[src/rtl/fir_pkg.sv]
// -----------------------------------------------------------------------------
// fir_pkg
// Shared definitions for the FIR datapath arithmetic blocks.
//   - default operand / result widths
//   - per-stage sideband record carried next to the pipeline data
//   - saturation bound helpers (signed and unsigned ranges of a given width)
//   - parameter legality check used at elaboration time by the multiplier
// -----------------------------------------------------------------------------
package fir_pkg;

   localparam int FIR_DATA_WIDTH   = 16;
   localparam int FIR_RESULT_WIDTH = 32;

   // Width of the internal comparison domain used for saturation. It must be
   // strictly wider than the widest rounded product (2*64 + 1 guard bit) so
   // that both signed and unsigned values can be compared as signed numbers.
   localparam int SAT_W = 130;

   // Operand signedness as carried with each sample.
   typedef enum logic {
      MODE_UNSIGNED = 1'b0,
      MODE_SIGNED   = 1'b1
   } mult_mode_e;

   // Control bits that travel with a sample through the early stages.
   typedef struct packed {
      logic valid;
      logic neg;          // product must be negated after the magnitude multiply
      logic signed_mode;  // 1 = two's-complement operands
   } stage_ctrl_t;

   // Largest representable value of an rw-bit result.
   function automatic logic signed [SAT_W-1:0] sat_hi(input int rw, input logic is_signed);
      logic signed [SAT_W-1:0] one;
      one = 1;
      return is_signed ? (one <<< (rw - 1)) - one : (one <<< rw) - one;
   endfunction

   // Smallest representable value of an rw-bit result.
   function automatic logic signed [SAT_W-1:0] sat_lo(input int rw, input logic is_signed);
      logic signed [SAT_W-1:0] one;
      one = 1;
      return is_signed ? -(one <<< (rw - 1)) : '0;
   endfunction

   // Legal parameter combinations for the pipelined multiplier.
   function automatic bit params_ok(input int dw, input int rw, input int fs);
      return (dw % 2 == 0) && (dw >= 4) && (dw <= 64) &&
             (rw >= 1) && (rw <= 2 * dw) &&
             (fs >= 0) && (fs < 2 * dw);
   endfunction

endpackage

[src/rtl/mult_output_conditioner.sv]
// -----------------------------------------------------------------------------
// mult_output_conditioner
// Combinational round / shift / saturate stage for a full-width product.
// Also usable on the accumulator output, so it keeps the multiplier's
// parameter set.
//
// Ports
//   product      in   2*DATA_WIDTH  full product (two's complement when signed)
//   signed_mode  in   1             1 = product is signed, 0 = unsigned
//   result       out  RESULT_WIDTH  conditioned result
//   sat_flag     out  1             result was clamped to its range
// -----------------------------------------------------------------------------
module mult_output_conditioner
   import fir_pkg::*;
#(
   parameter int DATA_WIDTH   = FIR_DATA_WIDTH,
   parameter int RESULT_WIDTH = FIR_RESULT_WIDTH,
   parameter int FRAC_SHIFT   = 0,
   parameter int ROUND_EN     = 1,
   parameter int SAT_EN       = 1
) (
   input  logic [2*DATA_WIDTH-1:0] product,
   input  logic                    signed_mode,
   output logic [RESULT_WIDTH-1:0] result,
   output logic                    sat_flag
);

   localparam int PW = 2 * DATA_WIDTH;
   localparam int EW = PW + 1;   // one guard bit so the rounding add never wraps

   // Half-LSB of the shifted result; zero when rounding is off or no shift.
   localparam logic [EW-1:0] ROUND_K =
      (ROUND_EN != 0 && FRAC_SHIFT > 0) ? (EW'(1) << ((FRAC_SHIFT > 0) ? FRAC_SHIFT - 1 : 0))
                                        : '0;

   logic [EW-1:0]           ext;
   logic [EW-1:0]           rnd_sum;
   logic [EW-1:0]           shifted;
   logic signed [SAT_W-1:0] wide;
   logic signed [SAT_W-1:0] lim_hi;
   logic signed [SAT_W-1:0] lim_lo;

   always_comb begin
      ext     = signed_mode ? {product[PW-1], product} : {1'b0, product};
      rnd_sum = ext + ROUND_K;

      // Adding half an LSB then flooring gives round-half-toward-+infinity
      // for both signs, so negative ties are not special-cased.
      if (signed_mode) begin
         shifted = $signed(rnd_sum) >>> FRAC_SHIFT;
      end else begin
         shifted = rnd_sum >> FRAC_SHIFT;
      end

      // Bring both interpretations into one signed domain for the clamp.
      wide = signed_mode ? {{(SAT_W-EW){shifted[EW-1]}}, shifted}
                         : {{(SAT_W-EW){1'b0}}, shifted};

      lim_hi = sat_hi(RESULT_WIDTH, signed_mode);
      lim_lo = sat_lo(RESULT_WIDTH, signed_mode);

      result   = wide[RESULT_WIDTH-1:0];
      sat_flag = 1'b0;
      if (SAT_EN != 0) begin
         if (wide > lim_hi) begin
            result   = lim_hi[RESULT_WIDTH-1:0];
            sat_flag = 1'b1;
         end else if (wide < lim_lo) begin
            result   = lim_lo[RESULT_WIDTH-1:0];
            sat_flag = 1'b1;
         end
      end
   end

endmodule

[src/rtl/pipelined_multiplier.sv]
// -----------------------------------------------------------------------------
// pipelined_multiplier
// Four-stage integer multiplier for the FIR datapath with valid/ready flow
// control, per-sample signed/unsigned operands and an optional fixed-point
// output stage (round, shift, saturate).
//
//   S1  operand magnitudes + result sign
//   S2  four HALF x HALF partial products
//   S3  recombined product, sign restored
//   S4  conditioned result (round / shift / saturate)
//
// All stages advance together on en = !out_valid || out_ready; a stalled
// output freezes the whole pipe, so nothing can be lost or duplicated.
//
// Ports
//   clk          in   1             system clock
//   rst_n        in   1             asynchronous active-low reset
//   in_valid     in   1             operands valid
//   in_ready     out  1             operands accepted this cycle
//   a_in, b_in   in   DATA_WIDTH    operands
//   signed_mode  in   1             1 = two's complement, 0 = unsigned
//   out_valid    out  1             result valid
//   out_ready    in   1             downstream accepts result
//   result       out  RESULT_WIDTH  conditioned product
//   sat_flag     out  1             result was clipped (with out_valid)
// -----------------------------------------------------------------------------
module pipelined_multiplier
   import fir_pkg::*;
#(
   parameter int DATA_WIDTH   = FIR_DATA_WIDTH,
   parameter int RESULT_WIDTH = FIR_RESULT_WIDTH,
   parameter int FRAC_SHIFT   = 0,
   parameter int ROUND_EN     = 1,
   parameter int SAT_EN       = 1
) (
   input  logic                    clk,
   input  logic                    rst_n,
   input  logic                    in_valid,
   output logic                    in_ready,
   input  logic [DATA_WIDTH-1:0]   a_in,
   input  logic [DATA_WIDTH-1:0]   b_in,
   input  logic                    signed_mode,
   output logic                    out_valid,
   input  logic                    out_ready,
   output logic [RESULT_WIDTH-1:0] result,
   output logic                    sat_flag
);

   localparam int HALF = DATA_WIDTH / 2;
   localparam int PW   = 2 * DATA_WIDTH;

   generate
      if (!params_ok(DATA_WIDTH, RESULT_WIDTH, FRAC_SHIFT)) begin : g_bad_params
         $error("pipelined_multiplier: illegal DATA_WIDTH/RESULT_WIDTH/FRAC_SHIFT combination");
      end
   endgenerate

   // ---------------------------------------------------------------- control
   logic en;
   logic out_valid_reg;

   assign en       = !out_valid_reg || out_ready;
   assign in_ready = en;

   // ---------------------------------------------------------------- S1
   stage_ctrl_t           s1_ctrl_reg;
   stage_ctrl_t           s1_ctrl_next;
   logic [DATA_WIDTH-1:0] mag_a_reg;
   logic [DATA_WIDTH-1:0] mag_a_next;
   logic [DATA_WIDTH-1:0] mag_b_reg;
   logic [DATA_WIDTH-1:0] mag_b_next;

   // Negating the most negative operand wraps back to itself, which is the
   // correct magnitude 2^(DATA_WIDTH-1) when read as unsigned.
   always_comb begin
      s1_ctrl_next.valid       = in_valid;
      s1_ctrl_next.signed_mode = signed_mode;
      if (signed_mode == MODE_SIGNED) begin
         mag_a_next        = a_in[DATA_WIDTH-1] ? -a_in : a_in;
         mag_b_next        = b_in[DATA_WIDTH-1] ? -b_in : b_in;
         s1_ctrl_next.neg  = a_in[DATA_WIDTH-1] ^ b_in[DATA_WIDTH-1];
      end else begin
         mag_a_next        = a_in;
         mag_b_next        = b_in;
         s1_ctrl_next.neg  = 1'b0;
      end
   end

   always_ff @(posedge clk or negedge rst_n) begin
      if (!rst_n) begin
         s1_ctrl_reg <= '0;
         mag_a_reg   <= '0;
         mag_b_reg   <= '0;
      end else if (en) begin
         s1_ctrl_reg <= s1_ctrl_next;
         mag_a_reg   <= mag_a_next;
         mag_b_reg   <= mag_b_next;
      end
   end

   // ---------------------------------------------------------------- S2
   // Partial product index gi: bit 0 selects the half of A, bit 1 the half
   // of B.  0 = lo*lo, 1 = hi(A)*lo(B), 2 = lo(A)*hi(B), 3 = hi*hi.
   stage_ctrl_t           s2_ctrl_reg;
   logic [DATA_WIDTH-1:0] pp_next [4];
   logic [DATA_WIDTH-1:0] pp_reg  [4];

   genvar gi;
   generate
      for (gi = 0; gi < 4; gi++) begin : g_pp
         logic [HALF-1:0] op_a;
         logic [HALF-1:0] op_b;
         assign op_a        = (gi % 2 == 1) ? mag_a_reg[DATA_WIDTH-1:HALF] : mag_a_reg[HALF-1:0];
         assign op_b        = (gi / 2 == 1) ? mag_b_reg[DATA_WIDTH-1:HALF] : mag_b_reg[HALF-1:0];
         assign pp_next[gi] = DATA_WIDTH'(op_a) * DATA_WIDTH'(op_b);
      end
   endgenerate

   always_ff @(posedge clk or negedge rst_n) begin
      if (!rst_n) begin
         s2_ctrl_reg <= '0;
         for (int i = 0; i < 4; i++) begin
            pp_reg[i] <= '0;
         end
      end else if (en) begin
         s2_ctrl_reg <= s1_ctrl_reg;
         for (int i = 0; i < 4; i++) begin
            pp_reg[i] <= pp_next[i];
         end
      end
   end

   // ---------------------------------------------------------------- S3
   logic          s3_valid_reg;
   logic          s3_mode_reg;
   logic [PW-1:0] mag_full;
   logic [PW-1:0] p_next;
   logic [PW-1:0] p_reg;

   // Everything is widened to PW before adding so cross-term carries are kept.
   always_comb begin
      mag_full = (PW'(pp_reg[3]) << DATA_WIDTH)
               + ((PW'(pp_reg[1]) + PW'(pp_reg[2])) << HALF)
               + PW'(pp_reg[0]);
      p_next   = s2_ctrl_reg.neg ? -mag_full : mag_full;
   end

   always_ff @(posedge clk or negedge rst_n) begin
      if (!rst_n) begin
         s3_valid_reg <= 1'b0;
         s3_mode_reg  <= 1'b0;
         p_reg        <= '0;
      end else if (en) begin
         s3_valid_reg <= s2_ctrl_reg.valid;
         s3_mode_reg  <= s2_ctrl_reg.signed_mode;
         p_reg        <= p_next;
      end
   end

   // ---------------------------------------------------------------- S4
   logic [RESULT_WIDTH-1:0] cond_result;
   logic                    cond_sat;
   logic [RESULT_WIDTH-1:0] result_reg;
   logic                    sat_flag_reg;

   mult_output_conditioner #(
      .DATA_WIDTH   (DATA_WIDTH),
      .RESULT_WIDTH (RESULT_WIDTH),
      .FRAC_SHIFT   (FRAC_SHIFT),
      .ROUND_EN     (ROUND_EN),
      .SAT_EN       (SAT_EN)
   ) u_cond (
      .product     (p_reg),
      .signed_mode (s3_mode_reg),
      .result      (cond_result),
      .sat_flag    (cond_sat)
   );

   always_ff @(posedge clk or negedge rst_n) begin
      if (!rst_n) begin
         out_valid_reg <= 1'b0;
         result_reg    <= '0;
         sat_flag_reg  <= 1'b0;
      end else if (en) begin
         out_valid_reg <= s3_valid_reg;
         result_reg    <= cond_result;
         sat_flag_reg  <= cond_sat;
      end
   end

   assign out_valid = out_valid_reg;
   assign result    = result_reg;
   assign sat_flag  = sat_flag_reg;

endmodule
[config.mk]
export PLATFORM = sky130hd
export DESIGN_NAME = pipelined_multiplier
export DESIGN_NICKNAME = d
export VERILOG_FILES = /design/src/rtl/fir_pkg.sv /design/src/rtl/mult_output_conditioner.sv /design/src/rtl/pipelined_multiplier.sv
export SDC_FILE = /design/constraint.sdc
export NUM_CORES = 1
export LEC_CHECK = 0
export BUFFER_PORTS_ARGS = -buffer_cell sky130_fd_sc_hd__clkbuf_2
export CAP_MARGIN = 20
export CORE_UTILIZATION = 55
export DETAILED_ROUTE_END_ITERATION = 10
export PLACE_DENSITY = 0.72
export SYNTH_ARGS = -nofsm -noshare
export SYNTH_HDL_FRONTEND = slang
export SYNTH_HIERARCHICAL = 1
export SYNTH_SLANG_ARGS = --single-unit
[constraint.sdc]
create_clock -name clk -period 5.2 [get_ports clk]
set_clock_uncertainty 0.2 [all_clocks]
set_input_delay 0.78 -clock clk [delete_from_list [all_inputs] [get_ports clk]]
set_output_delay 0.78 -clock clk [all_outputs]
set_load 0.02 [all_outputs]
==> flow_metrics.tcl <==
set metrics [dict create \
    clock_latency_ns 0.44 \
    fmax_mhz 195 \
    grt_max_degree 160 \
    ys.flop_type "dfrtp_1" \
    ant_nets 0 \
    grt_pass1_vias 13983 \
    via_count 13936 \
    drv_slew 0 \
    yosysTopAreaCellShare_pct 24.4 \
    drtIter0Drc 868 \
    n_antenna_cell 0 \
    min_path_type "in -> async" \
    reg2reg_slack_ns 0.07 \
    busiest_layer "met2" \
    synth_edf_count 0 \
    area_delta_synth_final_pct 10.8 \
    grt_overflow 0 \
    layout-drive-gt1-share_pct 11.6 \
    grt_use_total_pct 26.1 \
    synthesis.nets 2413 \
    grt_antenna_before_repair 0 \
    final_util_pct 62.6 \
    finalCritPeriodShare_pct 98.7 \
    hpwl_um 31200 \
    ys_seq_area_share_pct 24.4 \
    wl_um 40900 \
    yosys.area.top_type "dfrtp_1" \
    synth-async-reset-ratio_pct 100 \
    grt_pass1_wl_um 68600 \
    dp_worst_setup_slack_ns -0.239 \
    path_class "reg -> reg" \
    cts_tree "done" \
    met3_usage_pct 4.04 \
    synth_area_mm2 0.0175 \
    coreArea_mm2 0.0309 \
    start_util_pct 56.5 \
    rsz0062_at_grt "true" \
    nNetsFinal 2509 \
    finalSetupViolCount 0 \
    clkTransAtPathRegs_ns 0.08 \
    root_buffer "clkbuf_16" \
    viasPerCell 5.46 \
    routabilityCongestion 0.899 \
    status "complete, no violations" \
    fin_ws_ns 0.0702 \
    pin_count 72 \
    die_x_um 180 \
    finalHoldViolations 0 \
    design.die.area_mm2 0.0324 \
    drc 0 \
    relSlewSlack_pct 33.1 \
    drv_cap 0 \
    clock-sinks 170 \
    yosys_warnings 6 \
    fillers 2660 \
    cpMaxStageDelayCell "o41a_1" \
    synth_cells 2046 \
    numCtsBuffers 17 \
    avgSynthCellArea_um2 8.53 \
    worst_pin_slew_ns 1.00 \
    synth_area_leaders "dfrtp_1, fa_1, ha_1" \
    synth_cell_types 65 \
    chipHeight_um 180 \
    holdBufCountCts 0 \
    numPortBuffers 71 \
    tns_ns 0 \
    cp.required_ns 5.30 \
    rows 64 \
    startpoint_type "register" \
    setup.worst_path.end_class "register" \
    use_met1_pct 34.4 \
    dr.pass1.iters 5 \
    grt_use_met2_pct 43.8 \
    crit_fanout 5 \
    wl_per_cell_um 16.0 \
    largest_reg_flops 64 \
    arrival_ns 5.23 \
    ys_seq_elements 170 \
    cp_slowest_stage_delay_ns 0.40 \
    clock_path_buffers 2 \
    min_period_ns 5.13 \
    htree_levels 4 \
    cp_common_cell "buf_4" \
]
==> critical path: cells and delay by family, from the launching register on <==
family / cells / cell delay, ns
compound gates: 11 / 2.09
buf+inv: 4 / 0.47
simple gates: 4 / 0.55
mux: 1 / 0.27
fa+ha+maj: 3 / 0.74
xor+xnor: 2 / 0.28
flops: 1 / 0.39
==> metal layers <==
layer,wire [µm],vias up
met5,0,-
met4,1140,0
met3,2110,77
met2,19600,379
met1,18100,6714
li1,-,6766
==> cells in the mapped netlist, types with 61 or more instances <==
| cell | number |
|---|---|
| xor2_1 | 61 |
| ha_1 | 184 |
| nand2_1 | 393 |
| fa_1 | 146 |
| xnor2_1 | 65 |
| o21ai_0 | 107 |
| nor2_1 | 123 |
| dfrtp_1 | 170 |
| a21oi_1 | 93 |
| inv_1 | 224 |
| clkbuf_1 | 69 |
| and2_1 | 148 |
==> what timing repair did <==
action / CTS / global route
endpoints found under the setup margin: 7 / 23
pin swaps: 5 / 24
setup buffers: 2 / 5
resized for setup: 8 / 44
==> layout make-up <==
class	count	area [µm²]	share of cell area (%)
inverter	224	846	4.37
tap	396	495	2.56
multi-input combinational	1569	12100	62.5
sequential	170	4270	22.1
clock buffer	17	425	2.20
timing repair buffer	160	1040	5.39
clock inverter	15	175	0.906
==> cells in the final DEF, fill, tap and decap left out, types with 13 or more instances in the layout <==
cell / count
o31ai_1: 13
buf_4: 88
fa_1: 145
nand2_1: 393
clkbuf_2: 70
xnor2_1: 64
nor3_1: 20
nand3_1: 20
a21oi_1: 88
nand2b_1: 44
a31oi_1: 14
clkbuf_16: 17
o21ai_0: 96
and2_1: 148
ha_1: 183
inv_1: 222
dfrtp_1: 159
or3_1: 14
xor2_1: 61
nor2_1: 123
==> metrics by stage <==
| step | cell area, µm² | hold slack (ns) | instances |
|---|---|---|---|
| global placement | 18600 | 0.249 | 2512 |
| floorplan | 17500 | 0.230 | 2046 |
| detailed placement | 18600 | 0.254 | 2512 |
| CTS | 19200 | 0.271 | 2546 |
| finish | 19300 | 0.249 | 2551 |
| global route | 19300 | 0.278 | 2551 |
==> path summary, 6_finish.rpt <==
path | cells past startpoint | start | end
setup / recovery | 25 | pp_reg[32] | p_reg[31]
hold / removal | 1 | rst_n | result[25]
setup reg to reg | 25 | pp_reg[32] | p_reg[31]
hold reg to reg | 2 | result[16] | result[16]
max in group asynchronous | 2 | rst_n | mag_a_reg[1]
min in group clk | 2 | result[16] | result[16]
==> cells by family (layout without fill, tap and decap cells) <==
| group | count (synthesis) | count (layout) | share of synthesized area (%) |
|---|---|---|---|
| simple gates | 810 | 810 | 21.7 |
| flops | 170 | 170 | 24.4 |
| compound gates | 298 | 298 | 10.4 |
| fa+ha+maj | 330 | 330 | 29.9 |
| buf+inv | 307 | 416 | 6.95 |
| mux | 5 | 5 | 0.301 |
| xor+xnor | 126 | 126 | 6.32 |
Power is left out: the tool's default activity adds up to more than one toggle a clock period on the data nets, which glitch-free logic cannot reach.
